--- config.mk ---
export PLATFORM = sky130hd
export DESIGN_NAME = group_a_mode1_ctrl
export DESIGN_NICKNAME = d
export VERILOG_FILES = /design/src/rtl/group_a_mode1_ctrl.sv
export SDC_FILE = /design/constraint.sdc
export NUM_CORES = 1
export LEC_CHECK = 0
export CAP_MARGIN = 10
export CORE_ASPECT_RATIO = 0.6
export CORE_MARGIN = 2
export CORE_UTILIZATION = 33
export CTS_CLUSTER_SIZE = 12
export DETAILED_ROUTE_END_ITERATION = 6
export PLACE_DENSITY = 0.6
export SLEW_MARGIN = 40
export SYNTH_ARGS = -nofsm -noshare
export SYNTH_HDL_FRONTEND = slang
export SYNTH_SLANG_ARGS = --single-unit
--- constraint.sdc ---
create_clock -name clk -period 2.8 [get_ports clk]
set_input_delay 0.84 -clock clk [delete_from_list [all_inputs] [get_ports clk]]
set_output_delay 0.84 -clock clk [all_outputs]
set_load 0.01 [all_outputs]
--- src/rtl/group_a_mode1_ctrl.sv ---
// PPI group A mode-1 strobed handshake sequencer: STB_n/IBF input, ACK_n/OBF_n output,
// INTR_A generation and port A input latching. Every output comes straight from a flop.
module group_a_mode1_ctrl #(
  parameter int SYNC_STAGES = 2
) (
  input  logic       clk,
  input  logic       nReset,
  input  logic [7:0] controlword,
  input  logic       cw_load,
  input  logic       rd_pa,
  input  logic       wr_pa,
  input  logic [7:0] pa_pins,
  input  logic [3:0] pcu_pins,
  output logic [7:0] pa_in_latch,
  output logic [3:0] pcu_out,
  output logic [3:0] pcu_own,
  output logic       intr_a,
  output logic       mode1_act
);

  typedef enum logic [2:0] {
    IDLE, IN_IDLE, IN_FULL, OUT_IDLE, OUT_FULL, OUT_ACK
  } state_t;

  state_t state, state_d;
  logic [SYNC_STAGES-1:0] stb_sync, ack_sync;
  logic stb_hist, ack_hist;
  logic stb_fall, stb_rise, ack_fall, ack_rise;
  logic ibf, ibf_d, obf_n, obf_n_d, intr, intr_d;
  logic inte_in, inte_in_d, inte_out, inte_out_d;
  logic [7:0] latch_d;
  logic [3:0] own_d;
  logic is_in;

  // PC5 and PC7 are outputs of this block; their pin readback is not needed
  logic unused_pins;
  assign unused_pins = ^{pcu_pins[3], pcu_pins[1]};

  assign stb_fall = stb_hist & ~stb_sync[SYNC_STAGES-1];
  assign stb_rise = ~stb_hist & stb_sync[SYNC_STAGES-1];
  assign ack_fall = ack_hist & ~ack_sync[SYNC_STAGES-1];
  assign ack_rise = ~ack_hist & ack_sync[SYNC_STAGES-1];
  assign is_in    = (state == IN_IDLE) || (state == IN_FULL);

  always_comb begin
    state_d    = state;
    ibf_d      = ibf;
    obf_n_d    = obf_n;
    intr_d     = intr;
    inte_in_d  = inte_in;
    inte_out_d = inte_out;
    latch_d    = pa_in_latch;
    if (cw_load) begin
      if (controlword[7]) begin
        ibf_d      = 1'b0;
        obf_n_d    = 1'b1;
        intr_d     = 1'b0;
        inte_in_d  = 1'b0;
        inte_out_d = 1'b0;
        if (controlword[6:5] == 2'b01)
          state_d = controlword[4] ? IN_IDLE : OUT_IDLE;
        else
          state_d = IDLE;
      end else if (controlword[3:1] == 3'd4) begin
        // disabling INTE drops a pending request; enabling never raises one
        inte_in_d = controlword[0];
        if (!controlword[0] && is_in) intr_d = 1'b0;
      end else if (controlword[3:1] == 3'd6) begin
        inte_out_d = controlword[0];
        if (!controlword[0] && !is_in) intr_d = 1'b0;
      end
    end else begin
      case (state)
        IN_IDLE: if (stb_fall) begin
          latch_d = pa_pins;
          ibf_d   = 1'b1;
          state_d = IN_FULL;
        end
        IN_FULL: if (rd_pa) begin
          intr_d  = 1'b0;
          ibf_d   = 1'b0;
          state_d = IN_IDLE;
        end else if (stb_rise) begin
          intr_d = inte_in;
        end
        OUT_IDLE, OUT_FULL, OUT_ACK: if (wr_pa) begin
          obf_n_d = 1'b0;
          intr_d  = 1'b0;
          state_d = OUT_FULL;
        end else if (state == OUT_FULL && ack_fall) begin
          obf_n_d = 1'b1;
          state_d = OUT_ACK;
        end else if (state == OUT_ACK && ack_rise) begin
          intr_d  = inte_out;
          state_d = OUT_IDLE;
        end
        default: ;
      endcase
    end
  end

  always_comb begin
    own_d = 4'b0000;
    if (state_d == IN_IDLE || state_d == IN_FULL) own_d = 4'b0011;
    else if (state_d != IDLE)                     own_d = 4'b1100;
  end

  always_ff @(posedge clk) begin
    if (!nReset) begin
      state       <= IDLE;
      stb_sync    <= '1;
      ack_sync    <= '1;
      stb_hist    <= 1'b1;
      ack_hist    <= 1'b1;
      ibf         <= 1'b0;
      obf_n       <= 1'b1;
      intr        <= 1'b0;
      inte_in     <= 1'b0;
      inte_out    <= 1'b0;
      pa_in_latch <= 8'h00;
      pcu_own     <= 4'b0000;
      mode1_act   <= 1'b0;
    end else begin
      state       <= state_d;
      stb_sync    <= {stb_sync[SYNC_STAGES-2:0], pcu_pins[0]};
      ack_sync    <= {ack_sync[SYNC_STAGES-2:0], pcu_pins[2]};
      stb_hist    <= stb_sync[SYNC_STAGES-1];
      ack_hist    <= ack_sync[SYNC_STAGES-1];
      ibf         <= ibf_d;
      obf_n       <= obf_n_d;
      intr        <= intr_d;
      inte_in     <= inte_in_d;
      inte_out    <= inte_out_d;
      pa_in_latch <= latch_d;
      pcu_own     <= own_d;
      mode1_act   <= (state_d != IDLE);
    end
  end

  assign pcu_out = {obf_n, 1'b0, ibf, 1'b0};
  assign intr_a  = intr;

endmodule

# After elaboration in Yosys (flattened, before gate mapping)
# Index checks and enable logic that the tools add are counted.
# W data, S select, Z words.
# op_classes
reduce_logical,23
n_lt_le_gt_ge,0
addsub,0
eq_ne,20
n_bitwise,10
div_mod_pow,0
n_mux,39
multipliers,0
n_shift,0
# op_table
operator,count
$mux W1,25
$mux W3,7
$eq A3 B3 Y1 const B,4
$ne A4 B4 Y1 const B,3
$reduce_bool A3 Y1,4
$eq A3 B2 Y1 const B,3
$pmux W3 S3,1
$reduce_and A3 Y1,3
$ne A4 B2 Y1 const B,2
$reduce_and A7 Y1,1
$eq A3 B1 Y1 const B,2
$mux W2,3
$ne A3 B3 Y1 const B,2
$not A1 Y1,6
$reduce_bool A2 Y1,3
$and A1 B1 Y1,4
$logic_and A1 B1 Y1,4
$mux W4,1
$ne A2 B2 Y1 const B,2
$ne A4 B3 Y1 const B,1
$pmux W1 S2,2
$reduce_and A4 Y1,1
$reduce_or A3 Y1,1
$eq A2 B1 Y1 const B,1
4 further kinds,6
# totals
ff_bits,27
wordCells,106
in_bits,25
rom_bits,0
latch_bits,0
ramBits,0
memories,0

# Depth between registers and ports, before layout
# Gate-level depths: netlist of run 1.
# depth
depth_word,11
mapped_depth,7
ltp_nobuf,6

# Worst setup path after synthesis of run 1
# No wires, ideal clock.
# synth_timing
path_type,input to register
startpoint,input port rd_pa
endpoint,register pcu_own[2]
setup_time_ns,0.115
path_stages,6
setup_slack_ns,0.936
t_required_ns,2.685
arrival_time_ns,1.749
cell_sequence,nor2_1 > o21a_2 > a2111oi_4 > a21oi_2 > a21boi_1 > o21a_1
# synth_via
elab_chain_cells,6
word_cells_on_any_way,9
# synth_rtl
element,line,rtl
start: declaration,10,"input logic rd_pa,"
$mux W3 (*),79,IN_FULL: if (rd_pa) begin
$pmux W3 S3 (*),73,case (state)
$mux W3 (*),53,if (cw_load) begin
$eq A3 B1 Y1 or $eq A3 B2 Y1 (tied branches),104,if (state_d == IN_IDLE || state_d == IN_FULL) own_d = 4'b0011;
$logic_or A1 B1 Y1,104,
$reduce_or A2 Y1 (no line),-,
end signal: assignment,135,pcu_own <= own_d;
end: declaration,16,"output logic [3:0] pcu_own,"
# Every way passes the cells marked *; elsewhere a longest branch is shown, timed or not.
# A chain may end at the register's enable or synchronous reset.

# Final worst setup path of run 1
# Ends and elaborated chain as after synthesis.

==> tab_implementation.tex, run 1 <==
\begin{tabular}{lr}
\hline
Metric & Value \\
\hline
\multicolumn{2}{l}{\textbf{Setup path}} \\
\quad Max stage delay on crit path & 0.55 ns \\
\quad Arrival time at the worst endpoint & 2.45 ns \\
\quad Crit path max fanout & 5 \\
\quad Critical path data required time & 2.98 ns \\
\quad Instance count on the critical path & 7 \\
\quad Launching element type of the critical path & input port \\
\quad Cell at the slowest stage of the critical path & sky130\_fd\_sc\_hd\_\_clkdlybuf4s50\_1 \\
\quad Logic depth of the worst register-to-register path & 6 \\
\quad Kind of critical path & input port to register \\
\quad CP Buf/Inv Count & 1 \\
\quad Critical path capture point type & register \\
\quad Worst-path cell chain & clkdlybuf4s50\_1, nor2\_1, o21a\_2, a2111oi\_4, a21oi\_2, a21boi\_1, o21a\_1 \\
\quad Critical path's top delay family & compound AO/OA/AOI/OAI gates \\
\multicolumn{2}{l}{\textbf{Logic synthesis}} \\
\quad Portion of the post-synthesis area used by sequential elements & 37.6\% \\
\quad Number of warnings reported in the yosys synthesis log & 0 \\
\quad Cell variety after synth & 47 \\
\quad Leading cell types by total area after synthesis & sky130\_fd\_sc\_hd\_\_dfxtp\_1, sky130\_fd\_sc\_hd\_\_mux2i\_1, sky130\_fd\_sc\_hd\_\_nor2\_1, sky130\_fd\_sc\_hd\_\_buf\_4, sky130\_fd\_sc\_hd\_\_nand2b\_1 \\
\quad Cells after synthesis & 147 \\
\quad Leading area contributor after synthesis & sky130\_fd\_sc\_hd\_\_dfxtp\_1 \\
\quad Share of the synthesized area in the top cell type & 37.6\% \\
\quad \#FFs+latches synth & 25 \\
\quad Post-Syn Area per Cell & 9.05 um\^{}2 \\
\quad Total standard cell area after synthesis & 1330 um\^{}2 \\
\multicolumn{2}{l}{\textbf{Clock network}} \\
\quad Clk sink count & 25 \\
\quad Clock transition time at the flip-flop clock pins of the worst setup and hold paths & 0.09 ns \\
\quad Quantity of gates resized following cts & 0 \\
\quad Maximum root-to-sink buffer count & 2 \\
\quad Count of buffers added by post-CTS timing repair for setup & 0 \\
\quad Number of levels the H-tree was split into & 1 \\
\quad Worst skew pair latency & 0.27 ns \\
\quad Root buffer cell & sky130\_fd\_sc\_hd\_\_clkbuf\_8 \\
\quad Number of buffers created by CTS & 3 \\
\quad CTS tree & yes \\
\quad Post-CTS Hold Buffers & 0 \\
\multicolumn{2}{l}{\textbf{Pwr}} \\
\quad Cell Pwr Density & 403 nW/um\^{}2 \\
\quad Leakage power figure & 0.000614 uW \\
\quad Maximum VDD drop & 0.220 mV \\
\multicolumn{2}{l}{\textbf{Routing}} \\
\quad Residual DRC count & 0 \\
\quad First-pass detailed-route iteration total & 4 \\
\quad Routed wl met3 & 155 um \\
\quad Detailed-routed wire length on met2 & 1310 um \\
\quad Routed via count & 1118 \\
\quad Wl on met1 & 1540 um \\
\quad Antenna Violating Nets Remaining & 0 \\
\quad Initial DRC count & 101 \\
\quad Post-DR wirelength/cell & 13.2 um \\
\quad Highest metal layer with signal wires & met4 \\
\quad Wire length reported by the detailed router & 3010 um \\
\quad Post-detailed-route via-to-cell ratio & 4.90 \\
\multicolumn{2}{l}{\textbf{Job}} \\
\quad Max-cap violation count & 0 \\
\multicolumn{2}{l}{\textbf{Floorplanning}} \\
\quad Number of primary I/O pins & 43 \\
\quad Number of placement rows & 17 \\
\quad Die span in x & 86.0 um \\
\quad Starting density of the core & 35.3\% \\
\quad CORE AREA & 3760 um\^{}2 \\
\quad Die H & 53.2 um \\
\quad Die outline area & 4570 um\^{}2 \\
\multicolumn{2}{l}{\textbf{Placement}} \\
\quad Gp weighted congestion & 0.803 \\
\quad Port bufs & 38 \\
\quad HPWL after DPL & 2290 um \\
\multicolumn{2}{l}{\textbf{Cells and area}} \\
\quad Share of layout cells above drive strength 1 & 13.3\% \\
\quad Diodes inserted & 0 \\
\quad Post-synthesis to final-layout area growth & 32.5\% \\
\quad Core utilization of the finished layout & 46.8\% \\
\quad Number of nets in the final layout & 207 \\
\multicolumn{2}{l}{\textbf{Global route}} \\
\quad Overall global routing resource usage & 13.6\% \\
\quad Largest net degree at the start of global routing & 16 \\
\quad Antenna violations before repair & 0 \\
\quad GR Overflow Total & 0 \\
\quad Via count of the first global-routing pass & 1060 \\
\quad Global-route wire length before repair & 4860 um \\
\multicolumn{2}{l}{\textbf{Timing}} \\
\quad Time the final worst path needs with I/O delays and setup & 2.28 ns \\
\quad Highest Clock Rate & 0.439 GHz \\
\quad Hold Fails Final Rpt & 0 \\
\quad Number of max-slew violations in the final report & 0 \\
\quad RSZ-0062 raised after global routing & false \\
\quad Setup clock skew after layout & 0.00723 ns \\
\quad Slew of the pin with the lowest slew margin & 0.564 ns \\
\quad Post-route fraction of the period consumed by the critical path & 81.3\% \\
\quad Setup TNS Final & 0 ns \\
\quad Max transition margin & 62.3\% \\
\quad Count of endpoints failing setup in the final report & 0 \\
\multicolumn{2}{l}{\textbf{Worst hold path}} \\
\quad Type of the most critical hold path & register to register \\
\quad Depth of the worst hold-timing path & 1 \\
\multicolumn{2}{l}{\textbf{Status}} \\
\quad Outcome & completed \\
\hline
\end{tabular}
[layer usage]
metal / GRT usage (%) / vias up
li1: - / 573
met1: 19.4 / 513
met2: 20.7 / 30
met3: 4.21 / 2
met4: 1.59 / 0
met5: 0 / -
[synthesized netlist by cell type, drive strengths merged]
master   instances
a211o            1
nand3b           3
a311oi           1
a21o             1
nor3             2
and2             2
dfxtp           25
inv              5
nor2b            4
o31a             1
or2b             1
o21ba            1
nor4             1
a21oi            8
nor2            16
clkbuf           3
a2111oi          1
xnor2            1
nand3            3
a21boi           1
a32oi            2
nand2b           7
buf             11
mux2i           10
nand2            8
conb             1
nor3b            3
and3b            1
a31oi            3
o21a             3
and2b            1
o21ai           10
or2              1
o21bai           1
o32ai            1
or3              1
a211oi           1
nand4b           1
[cell families (layout without fill, tap and decap cells)]
group / count (synthesis) / after routing / synth area share, %
simple gates: 55 / 55 / 24.4
compound gates: 36 / 36 / 20.9
flops: 25 / 25 / 37.6
buf+inv: 19 / 52 / 8.65
mux: 10 / 10 / 7.53
other cells: 1 / 2 / 0.282
xor+xnor: 1 / 1 / 0.659
[through the flow]
step | power, uW | hold slack, ns | setup WS, ns | cell area (um^2) | instances
after detailed placement | 498 | 0.397 | 0.240 | 1710 | 224
after CTS | 723 | 0.422 | 0.539 | 1760 | 228
final | 711 | 0.416 | 0.524 | 1760 | 228
after floorplan | 445 | 0.386 | 0.936 | 1330 | 148
after global routing | 742 | 0.453 | 0.446 | 1760 | 228
after global placement | 496 | 0.389 | 0.252 | 1710 | 224
[placed cells by master (no fill, tap or decap), types with 4 or more instances in the layout]
| cell | synthesis | final |
|---|---|---|
| sky130_fd_sc_hd__nor2_1 | 16 | 16 |
| sky130_fd_sc_hd__nand2_1 | 8 | 8 |
| sky130_fd_sc_hd__a21oi_1 | 7 | 7 |
| sky130_fd_sc_hd__inv_1 | 4 | 4 |
| sky130_fd_sc_hd__clkdlybuf4s50_1 | 0 | 38 |
| sky130_fd_sc_hd__dfxtp_1 | 25 | 25 |
| sky130_fd_sc_hd__buf_4 | 7 | 5 |
| sky130_fd_sc_hd__nand2b_1 | 7 | 7 |
| sky130_fd_sc_hd__mux2i_1 | 10 | 10 |
| sky130_fd_sc_hd__o21ai_0 | 7 | 7 |
[worst paths after layout]
path | from | to | slack [ns]
worst max-delay path | rd_pa | pcu_own[2] | 0.52
worst min-delay path | stb_sync[0] | stb_sync[1] | 0.42
worst min register to register | stb_sync[0] | stb_sync[1] | 0.42
worst max register to register | state[1] | pcu_own[2] | 0.89
[layout make-up]
type / count / area (um^2)
clock inverters: 1 / 7.51
fillers: 361 / 2000
flip-flops and latches: 25 / 500
inverters: 5 / 18.8
well taps: 47 / 58.8
clock buffers: 3 / 41.3
repair buffers: 43 / 418
multi-input cells: 104 / 718
[sequential cells by signal, indices dropped and copies added (netlist names)]
signal	flops
ack_sync	2
ibf	1
stb_sync	2
obf_n	1
pa_in_latch	8
state	3
intr_a	1
inte_in	1
stb_hist	1
inte_out	1
pcu_own	2
mode1_act	1
ack_hist	1
[power by group]
part	internal, uW	leakage [uW]	switching, uW
Sequential	365	0.000203	10.7
Clock	101	0.0000217	119
Combinational	66.2	0.000388	48.9
[worst reg2reg max path: cells and delay by family (launching register included)]
| kind | cells | cell delay (ns) |
|---|---|---|
| compound gates | 5 | 0.87 |
| flops | 1 | 0.69 |
| simple gates | 1 | 0.26 |
Note: power is estimated with default switching activity, not from simulation.
==> inputs of run 2 (changes only) <==
- clock period: 2.8 -> 2.3 ns (I/O delays scaled with it)
==> run 2 against run 1 <==
Combinational power up 30%. Critical endpoint is now pcu_own[0]. Non-clock buffer count up 7. Clock-buffer cell count grew 1. Sequential power rose by 22%. First-iteration DRC count decreased by 17%. Final cell count is 3.1% higher. Global-route usage about the same. Register-to-register slack worse by 0.47 ns. Via count grew 2.2%. Flip-flop and latch count unchanged. Clock skew fell by 0.0045 ns. Die area unchanged.
==> tab_implementation.tex, run 2 (synthesis results as in run 1) <==
\begin{tabular}{lr}
\hline
Metric & Value \\
\hline
\multicolumn{2}{l}{\textbf{Setup path}} \\
\quad Launching element type of the critical path & input port (unchanged) \\
\quad Launch point of the worst reg-to-reg path & state[2] (was state[1]) \\
\quad Cell at the slowest stage of the critical path & sky130\_fd\_sc\_hd\_\_clkdlybuf4s50\_1 (unchanged) \\
\quad Endpoint of the worst-slack reg-to-reg timing path & pcu\_own[0] (was pcu\_own[2]) \\
\quad Critical path capture point type & register (unchanged) \\
\quad Slack of the worst reg-to-reg path & 0.42 ns (was 0.89 ns) \\
\quad Crit path max fanout & 5 (unchanged) \\
\quad Critical path's top delay family & compound AO/OA/AOI/OAI gates (unchanged) \\
\quad Worst-path cell chain & clkdlybuf4s50\_1, nor2\_1, o21a\_2, a2111oi\_4, a21oi\_2, a21o\_1, a211oi\_2 (was clkdlybuf4s50\_1, nor2\_1, o21a\_2, a2111oi\_4, a21oi\_2, a21boi\_1, o21a\_1) \\
\quad Arrival time at the worst endpoint & 2.23 ns (was 2.45 ns) \\
\quad Kind of critical path & input port to register (unchanged) \\
\quad Critical Path Source & rd\_pa (unchanged) \\
\quad Max stage delay on crit path & 0.49 ns (was 0.55 ns) \\
\quad Logic depth of the worst register-to-register path & 6 (unchanged) \\
\quad Critical path data required time & 2.49 ns (was 2.98 ns) \\
\quad CP Buf/Inv Count & 1 (unchanged) \\
\multicolumn{2}{l}{\textbf{Cells and area}} \\
\quad Flip-flop count of the largest register after layout & 8 (unchanged) \\
\quad Most common cell after layout, fill and taps aside & sky130\_fd\_sc\_hd\_\_clkdlybuf4s50\_1 (unchanged) \\
\quad Diodes inserted & 0 (unchanged) \\
\quad Share of layout cells above drive strength 1 & 16.0\% (was 13.3\%) \\
\quad Post-synthesis to final-layout area growth & 36.2\% (was 32.5\%) \\
\quad Leading cell types in the layout, fill and taps excluded & sky130\_fd\_sc\_hd\_\_clkdlybuf4s50\_1, sky130\_fd\_sc\_hd\_\_dfxtp\_1, sky130\_fd\_sc\_hd\_\_nor2\_1, sky130\_fd\_sc\_hd\_\_buf\_4, sky130\_fd\_sc\_hd\_\_mux2i\_1 (was sky130\_fd\_sc\_hd\_\_clkdlybuf4s50\_1, sky130\_fd\_sc\_hd\_\_dfxtp\_1, sky130\_fd\_sc\_hd\_\_nor2\_1, sky130\_fd\_sc\_hd\_\_mux2i\_1, sky130\_fd\_sc\_hd\_\_nand2\_1) \\
\quad Number of nets in the final layout & 214 (was 207) \\
\quad Register with the highest flop count & pa\_in\_latch (unchanged) \\
\quad Filler instances & 350 (was 361) \\
\quad Final Instance Area & 1810 um\^{}2 (was 1760 um\^{}2) \\
\quad Largest regs & pa\_in\_latch (8), state (3) (unchanged) \\
\quad Core utilization of the finished layout & 48.1\% (was 46.8\%) \\
\multicolumn{2}{l}{\textbf{Routing}} \\
\quad Highest metal layer with signal wires & met4 (unchanged) \\
\quad Post-DR wirelength/cell & 12.7 um (was 13.2 um) \\
\quad Wl on met1 & 1500 um (was 1540 um) \\
\quad Initial DRC count & 84 (was 101) \\
\quad Wire length reported by the detailed router & 2990 um (was 3010 um) \\
\quad Routed wl met3 & 197 um (was 155 um) \\
\quad Routed via count & 1143 (was 1118) \\
\quad Residual DRC count & 0 (unchanged) \\
\quad Detailed-routed wire length on met2 & 1290 um (was 1310 um) \\
\quad First-pass detailed-route iteration total & 4 (unchanged) \\
\quad Antenna Violating Nets Remaining & 0 (unchanged) \\
\quad Post-detailed-route via-to-cell ratio & 4.86 (was 4.90) \\
\multicolumn{2}{l}{\textbf{Clock network}} \\
\quad Number of buffers created by CTS & 3 (unchanged) \\
\quad Post-CTS Hold Buffers & 0 (unchanged) \\
\quad CTS tree & yes (unchanged) \\
\quad Root buffer cell & sky130\_fd\_sc\_hd\_\_clkbuf\_8 (unchanged) \\
\quad Clk sink count & 25 (unchanged) \\
\quad Clock transition time at the flip-flop clock pins of the worst setup and hold paths & 0.08 ns (was 0.09 ns) \\
\quad Quantity of gates resized following cts & 0 (unchanged) \\
\quad Maximum root-to-sink buffer count & 2 (unchanged) \\
\quad Count of buffers added by post-CTS timing repair for setup & 0 (unchanged) \\
\quad Worst skew pair latency & 0.26 ns (was 0.27 ns) \\
\quad Number of levels the H-tree was split into & 1 (unchanged) \\
\multicolumn{2}{l}{\textbf{Pwr}} \\
\quad Leakage power figure & 0.000647 uW (was 0.000614 uW) \\
\quad Maximum VDD drop & 0.259 mV (was 0.220 mV) \\
\quad Cell Pwr Density & 475 nW/um\^{}2 (was 403 nW/um\^{}2) \\
\multicolumn{2}{l}{\textbf{Global route}} \\
\quad Global-route wire length before repair & 4820 um (was 4860 um) \\
\quad GR Overflow Total & 0 (unchanged) \\
\quad Via count of the first global-routing pass & 1078 (was 1060) \\
\quad Overall global routing resource usage & 13.6\% (about the same) \\
\quad Largest net degree at the start of global routing & 15 (was 16) \\
\quad Antenna violations before repair & 0 (unchanged) \\
\multicolumn{2}{l}{\textbf{Floorplanning}} \\
\quad Die outline area & 4570 um\^{}2 (unchanged) \\
\quad Die H & 53.2 um (unchanged) \\
\quad CORE AREA & 3760 um\^{}2 (unchanged) \\
\quad Number of primary I/O pins & 43 (unchanged) \\
\quad Die span in x & 86.0 um (unchanged) \\
\quad Starting density of the core & 35.3\% (unchanged) \\
\quad Number of placement rows & 17 (unchanged) \\
\multicolumn{2}{l}{\textbf{Placement}} \\
\quad Port bufs & 38 (unchanged) \\
\quad HPWL after DPL & 2330 um (was 2290 um) \\
\quad Setup slack after placement & -0.0188 ns (was 0.240 ns) \\
\quad Gp weighted congestion & 0.832 (was 0.803) \\
\quad Instance area at placement & 1770 um\^{}2 (was 1710 um\^{}2) \\
\multicolumn{2}{l}{\textbf{Timing}} \\
\quad Worst hold slack & 0.410 ns (was 0.416 ns) \\
\quad Number of max-slew violations in the final report & 0 (unchanged) \\
\quad Highest Clock Rate & 0.491 GHz \\
\quad Setup clock skew after layout & 0.00270 ns (was 0.00723 ns) \\
\quad Max transition margin & 64.7\% (was 62.3\%) \\
\quad Hold Fails Final Rpt & 0 (unchanged) \\
\quad Setup TNS Final & 0 ns (unchanged) \\
\quad RSZ-0062 raised after global routing & false (unchanged) \\
\quad Post-route fraction of the period consumed by the critical path & 88.6\% \\
\quad Slew of the pin with the lowest slew margin & 0.529 ns (was 0.564 ns) \\
\quad Count of endpoints failing setup in the final report & 0 (unchanged) \\
\quad Time the final worst path needs with I/O delays and setup & 2.04 ns \\
\quad Setup WS post-layout & 0.262 ns (was 0.524 ns) \\
\multicolumn{2}{l}{\textbf{Worst hold path}} \\
\quad Start point of the worst min-delay path & ack\_sync[0] (was stb\_sync[0]) \\
\quad Endpoint with the worst hold slack & ack\_sync[1] (was stb\_sync[1]) \\
\quad Type of the most critical hold path & register to register (unchanged) \\
\quad Depth of the worst hold-timing path & 1 (unchanged) \\
\multicolumn{2}{l}{\textbf{Job}} \\
\quad Max-cap violation count & 0 (unchanged) \\
\multicolumn{2}{l}{\textbf{Status}} \\
\quad Outcome & completed (unchanged) \\
\hline
\end{tabular}
==> run 2: changes by cell type in the layout (fill, tap and decap cells not counted), sizes merged <==
cell,delta
clkinvlp,-1
buf,+7
clkbuf,+1
==> run 2: worst max path at each step <==
stage                            end  slack [ns]  cells after the start
after global placement    pcu_own[0]       0.004                      7
after detailed placement  pcu_own[2]       -0.02                      7
after CTS                 pcu_own[0]        0.26                      7
after floorplan           pcu_own[2]        0.59                      6
final                     pcu_own[0]        0.26                      7
after global routing        state[2]        0.19                      7
==> run 2: routing by layer <==
metal	global-route usage (%)	up-vias
met5	0	-
met4	1.59	0
met3	4.06	2
met2	22.4	35
met1	18.3	518
li1	-	588
==> run 2: power by group <==
part | internal [uW] | leakage [uW] | switching (uW)
sequential | 444 | 0.000203 | 12.3
clock | 124 | 0.0000228 | 132
combinational | 88.0 | 0.000421 | 61.3
total | 655 | 0.000647 | 206
==> run 2: cell type report <==
cell class | instances | area (um^2) | share of cell area, %
sequential | 25 | 500 | 27.6
timing repair buffer | 50 | 470 | 26.0
tap | 47 | 58.8 | 3.25
clock buffer | 4 | 45.0 | 2.49
inverter | 5 | 18.8 | 1.04
multi-input combinational | 104 | 718 | 39.6
==> run 2: stage by stage <==
stage	instances	total power [uW]
2_1_floorplan	148	542
3_3_place_gp	231	612
3_5_place_dp	231	615
4_1_cts	235	875
5_1_grt	235	907
6_report	235	861
==> run 2: worst register-to-register path, cell delays in order, from the launching register on <==
cell,delay [ns]
sky130_fd_sc_hd__dfxtp_1,0.64
sky130_fd_sc_hd__or2b_4,0.36
sky130_fd_sc_hd__o21bai_4,0.17
sky130_fd_sc_hd__a2111oi_4,0.09
sky130_fd_sc_hd__a21oi_2,0.21
sky130_fd_sc_hd__nand3_1,0.12
sky130_fd_sc_hd__a211oi_2,0.22
==> inputs of run 3 (changes only) <==
- PLACE_DENSITY: 0.6 -> not set
- PLACE_DENSITY_LB_ADDON: not set -> 0.3
==> run 3 against run 2 <==
Clock skew down 0.0012 ns. Register-to-register slack about the same. Combinational power up 3%. Largest cell class unchanged. Utilization about the same. Largest power group unchanged. Clock power about the same. Flip-flop and latch count unchanged. Critical endpoint unchanged.
==> tab_implementation.tex, run 3 (synthesis results as in run 1) <==
\begin{tabular}{lr}
\hline
Metric & Value \\
\hline
\multicolumn{2}{l}{\textbf{Global route}} \\
\quad Overall global routing resource usage & 14.3\% (was 13.6\%) \\
\quad Largest net degree at the start of global routing & 15 (unchanged) \\
\quad Via count of the first global-routing pass & 1112 (was 1078) \\
\quad Antenna violations before repair & 0 (unchanged) \\
\quad Global routing met3 resource utilization & 4.21\% (was 4.06\%) \\
\quad GR Overflow Total & 0 (unchanged) \\
\quad Most used routing layer & met2 (unchanged) \\
\quad Global-route wire length before repair & 5130 um (was 4820 um) \\
\quad Grt met2 use & 23.3\% (was 22.4\%) \\
\quad Met1 usage & 19.2\% (was 18.3\%) \\
\multicolumn{2}{l}{\textbf{Pwr}} \\
\quad Total power of the final layout & 864 uW (was 861 uW) \\
\quad Cell-internal power & 653 uW (was 655 uW) \\
\quad Logic pwr share & 17.7\% (was 17.3\%) \\
\quad Switching pwr & 211 uW (was 206 uW) \\
\quad Switching Fraction & 24.4\% (was 23.9\%) \\
\quad Leakage power figure & 0.000651 uW (was 0.000647 uW) \\
\quad Relative contribution of the clock network to total power & 29.8\% (was 29.7\%) \\
\quad Maximum VDD drop & 0.257 mV (was 0.259 mV) \\
\quad Sequential power share & 52.5\% (was 52.9\%) \\
\quad Cell Pwr Density & 477 nW/um\^{}2 (was 475 nW/um\^{}2) \\
\multicolumn{2}{l}{\textbf{Routing}} \\
\quad First-pass detailed-route iteration total & 4 (unchanged) \\
\quad Wire length reported by the detailed router & 3060 um (was 2990 um) \\
\quad Post-DR wirelength/cell & 13.0 um (was 12.7 um) \\
\quad Residual DRC count & 0 (unchanged) \\
\quad Antenna Violating Nets Remaining & 0 (unchanged) \\
\quad Routed via count & 1168 (was 1143) \\
\quad Post-detailed-route via-to-cell ratio & 4.97 (was 4.86) \\
\quad Initial DRC count & 58 (was 84) \\
\multicolumn{2}{l}{\textbf{Job}} \\
\quad Max-cap violation count & 0 (unchanged) \\
\multicolumn{2}{l}{\textbf{Placement}} \\
\quad Cell Count Post-Placement & 231 (unchanged) \\
\quad HPWL after DPL & 2440 um (was 2330 um) \\
\quad Setup slack after placement & -0.0189 ns (was -0.0188 ns) \\
\quad Port bufs & 38 (unchanged) \\
\quad Gp weighted congestion & 0.871 (was 0.832) \\
\multicolumn{2}{l}{\textbf{Cells and area}} \\
\quad Flip-flop count of the largest register after layout & 8 (unchanged) \\
\quad Most common cell after layout, fill and taps aside & sky130\_fd\_sc\_hd\_\_clkdlybuf4s50\_1 (unchanged) \\
\quad Share of layout cells above drive strength 1 & 16.5\% (was 16.0\%) \\
\quad Diodes inserted & 0 (unchanged) \\
\quad Post-synthesis to final-layout area growth & 36.3\% (was 36.2\%) \\
\quad Largest regs & pa\_in\_latch (8), state (3) (unchanged) \\
\quad Leading cell types in the layout, fill and taps excluded & sky130\_fd\_sc\_hd\_\_clkdlybuf4s50\_1, sky130\_fd\_sc\_hd\_\_dfxtp\_1, sky130\_fd\_sc\_hd\_\_nor2\_1, sky130\_fd\_sc\_hd\_\_buf\_4, sky130\_fd\_sc\_hd\_\_mux2i\_1 (unchanged) \\
\quad Fin cells & 235 (unchanged) \\
\quad Register with the highest flop count & pa\_in\_latch (unchanged) \\
\quad Number of nets in the final layout & 214 (unchanged) \\
\multicolumn{2}{l}{\textbf{Timing}} \\
\quad Highest Clock Rate & 0.494 GHz (was 0.491 GHz) \\
\quad Setup clock skew after layout & 0.00153 ns (was 0.00270 ns) \\
\quad Setup TNS Final & 0 ns (unchanged) \\
\quad Hold Fails Final Rpt & 0 (unchanged) \\
\quad Setup WS post-layout & 0.276 ns (was 0.262 ns) \\
\quad Time the final worst path needs with I/O delays and setup & 2.02 ns (was 2.04 ns) \\
\quad Number of max-slew violations in the final report & 0 (unchanged) \\
\quad Count of endpoints failing setup in the final report & 0 (unchanged) \\
\quad Post-route fraction of the period consumed by the critical path & 88.0\% (was 88.6\%) \\
\quad RSZ-0062 raised after global routing & false (unchanged) \\
\quad Worst hold slack & 0.413 ns (was 0.410 ns) \\
\multicolumn{2}{l}{\textbf{Clock network}} \\
\quad Clk sink count & 25 (unchanged) \\
\quad Maximum root-to-sink buffer count & 2 (unchanged) \\
\quad Count of buffers added by post-CTS timing repair for setup & 0 (unchanged) \\
\quad Worst skew pair latency & 0.27 ns (was 0.26 ns) \\
\quad Quantity of gates resized following cts & 0 (unchanged) \\
\quad Clock transition time at the flip-flop clock pins of the worst setup and hold paths & 0.08 ns (about the same) \\
\quad Post-CTS Hold Buffers & 0 (unchanged) \\
\quad Root buffer cell & sky130\_fd\_sc\_hd\_\_clkbuf\_8 (unchanged) \\
\quad Number of buffers created by CTS & 3 (unchanged) \\
\quad CTS tree & yes (unchanged) \\
\quad Number of levels the H-tree was split into & 1 (unchanged) \\
\multicolumn{2}{l}{\textbf{Floorplanning}} \\
\quad Starting density of the core & 35.3\% (unchanged) \\
\quad Die span in x & 86.0 um (unchanged) \\
\quad Number of placement rows & 17 (unchanged) \\
\quad Die H & 53.2 um (unchanged) \\
\quad Number of primary I/O pins & 43 (unchanged) \\
\quad CORE AREA & 3760 um\^{}2 (unchanged) \\
\quad Die outline area & 4570 um\^{}2 (unchanged) \\
\multicolumn{2}{l}{\textbf{Setup path}} \\
\quad Logic depth of the worst register-to-register path & 6 (unchanged) \\
\quad Critical path data required time & 2.50 ns (was 2.49 ns) \\
\quad Critical Path Source & rd\_pa (unchanged) \\
\quad Endpoint of the worst-slack reg-to-reg timing path & pcu\_own[0] (unchanged) \\
\quad Launch point of the worst reg-to-reg path & state[2] (unchanged) \\
\quad Slack of the worst reg-to-reg path & 0.43 ns (was 0.42 ns) \\
\quad Kind of critical path & input port to register (unchanged) \\
\quad Critical path capture point type & register (unchanged) \\
\quad Arrival time at the worst endpoint & 2.22 ns (was 2.23 ns) \\
\quad Crit path max fanout & 5 (unchanged) \\
\quad Launching element type of the critical path & input port (unchanged) \\
\quad Last element of the critical path & pcu\_own[0] (unchanged) \\
\multicolumn{2}{l}{\textbf{Worst hold path}} \\
\quad Type of the most critical hold path & register to register (unchanged) \\
\multicolumn{2}{l}{\textbf{Status}} \\
\quad Outcome & completed (unchanged) \\
\hline
\end{tabular}
-- run 3: cell types whose count changed in the layout (fill, tap and decap cells not counted), sizes merged --
cell    previous run  this run
clkbuf             4         3
clkinv             0         1
-- run 3: power by group through the flow --
| stage | Clock, uW | Combinational (uW) | Sequential [uW] |
|---|---|---|---|
| global route | 287 | 167 | 455 |
| CTS | 270 | 154 | 454 |
| global placement | 0 | 150 | 463 |
| finish | 258 | 153 | 454 |
| detailed placement | 0 | 153 | 464 |
| floorplan | 0 | 80.8 | 461 |
-- run 3: worst min-delay path by stage --
| stage | from | to | slack, ns | cells after the start |
|---|---|---|---|---|
| floorplan | ack_sync[0] | ack_sync[1] | 0.39 | 1 |
| global placement | ack_sync[0] | ack_sync[1] | 0.39 | 1 |
| detailed placement | ack_sync[0] | ack_sync[1] | 0.39 | 1 |
| CTS | ack_sync[0] | ack_sync[1] | 0.42 | 1 |
| global route | stb_sync[0] | stb_sync[1] | 0.43 | 1 |
| finish | ack_sync[0] | ack_sync[1] | 0.41 | 1 |
-- run 3: through the flow --
stage | utilization [%] | instance area (um^2)
floorplan | - | 1330
global placement | 46.9 | 1770
detailed placement | 46.9 | 1770
CTS | 48.2 | 1810
global route | 48.2 | 1810
finish | 48.2 | 1810
-- run 3: worst max-delay path, cell delays in order --
cell and delay (ns):
sky130_fd_sc_hd__clkdlybuf4s50_1 0.48, sky130_fd_sc_hd__nor2_1 0.06, sky130_fd_sc_hd__o21a_2 0.23, sky130_fd_sc_hd__a2111oi_4 0.33, sky130_fd_sc_hd__a21oi_2 0.10, sky130_fd_sc_hd__a21o_1 0.17
sky130_fd_sc_hd__a211oi_2 0.16
-- run 3: layer usage --
layer	routed length (um)	vias up
li1	-	586
met1	1520	550
met2	1390	30
met3	153	2
met4	8	0
met5	0	-
-- run 3: cell type report --
cell class                 instances  area, um^2
timing repair buffer              50         470
fill                             361        1950
tap                               47        58.8
multi-input combinational        104         718
clock buffer                       3        41.3
clock inverter                     1        5.00
inverter                           5        18.8
sequential                        25         500
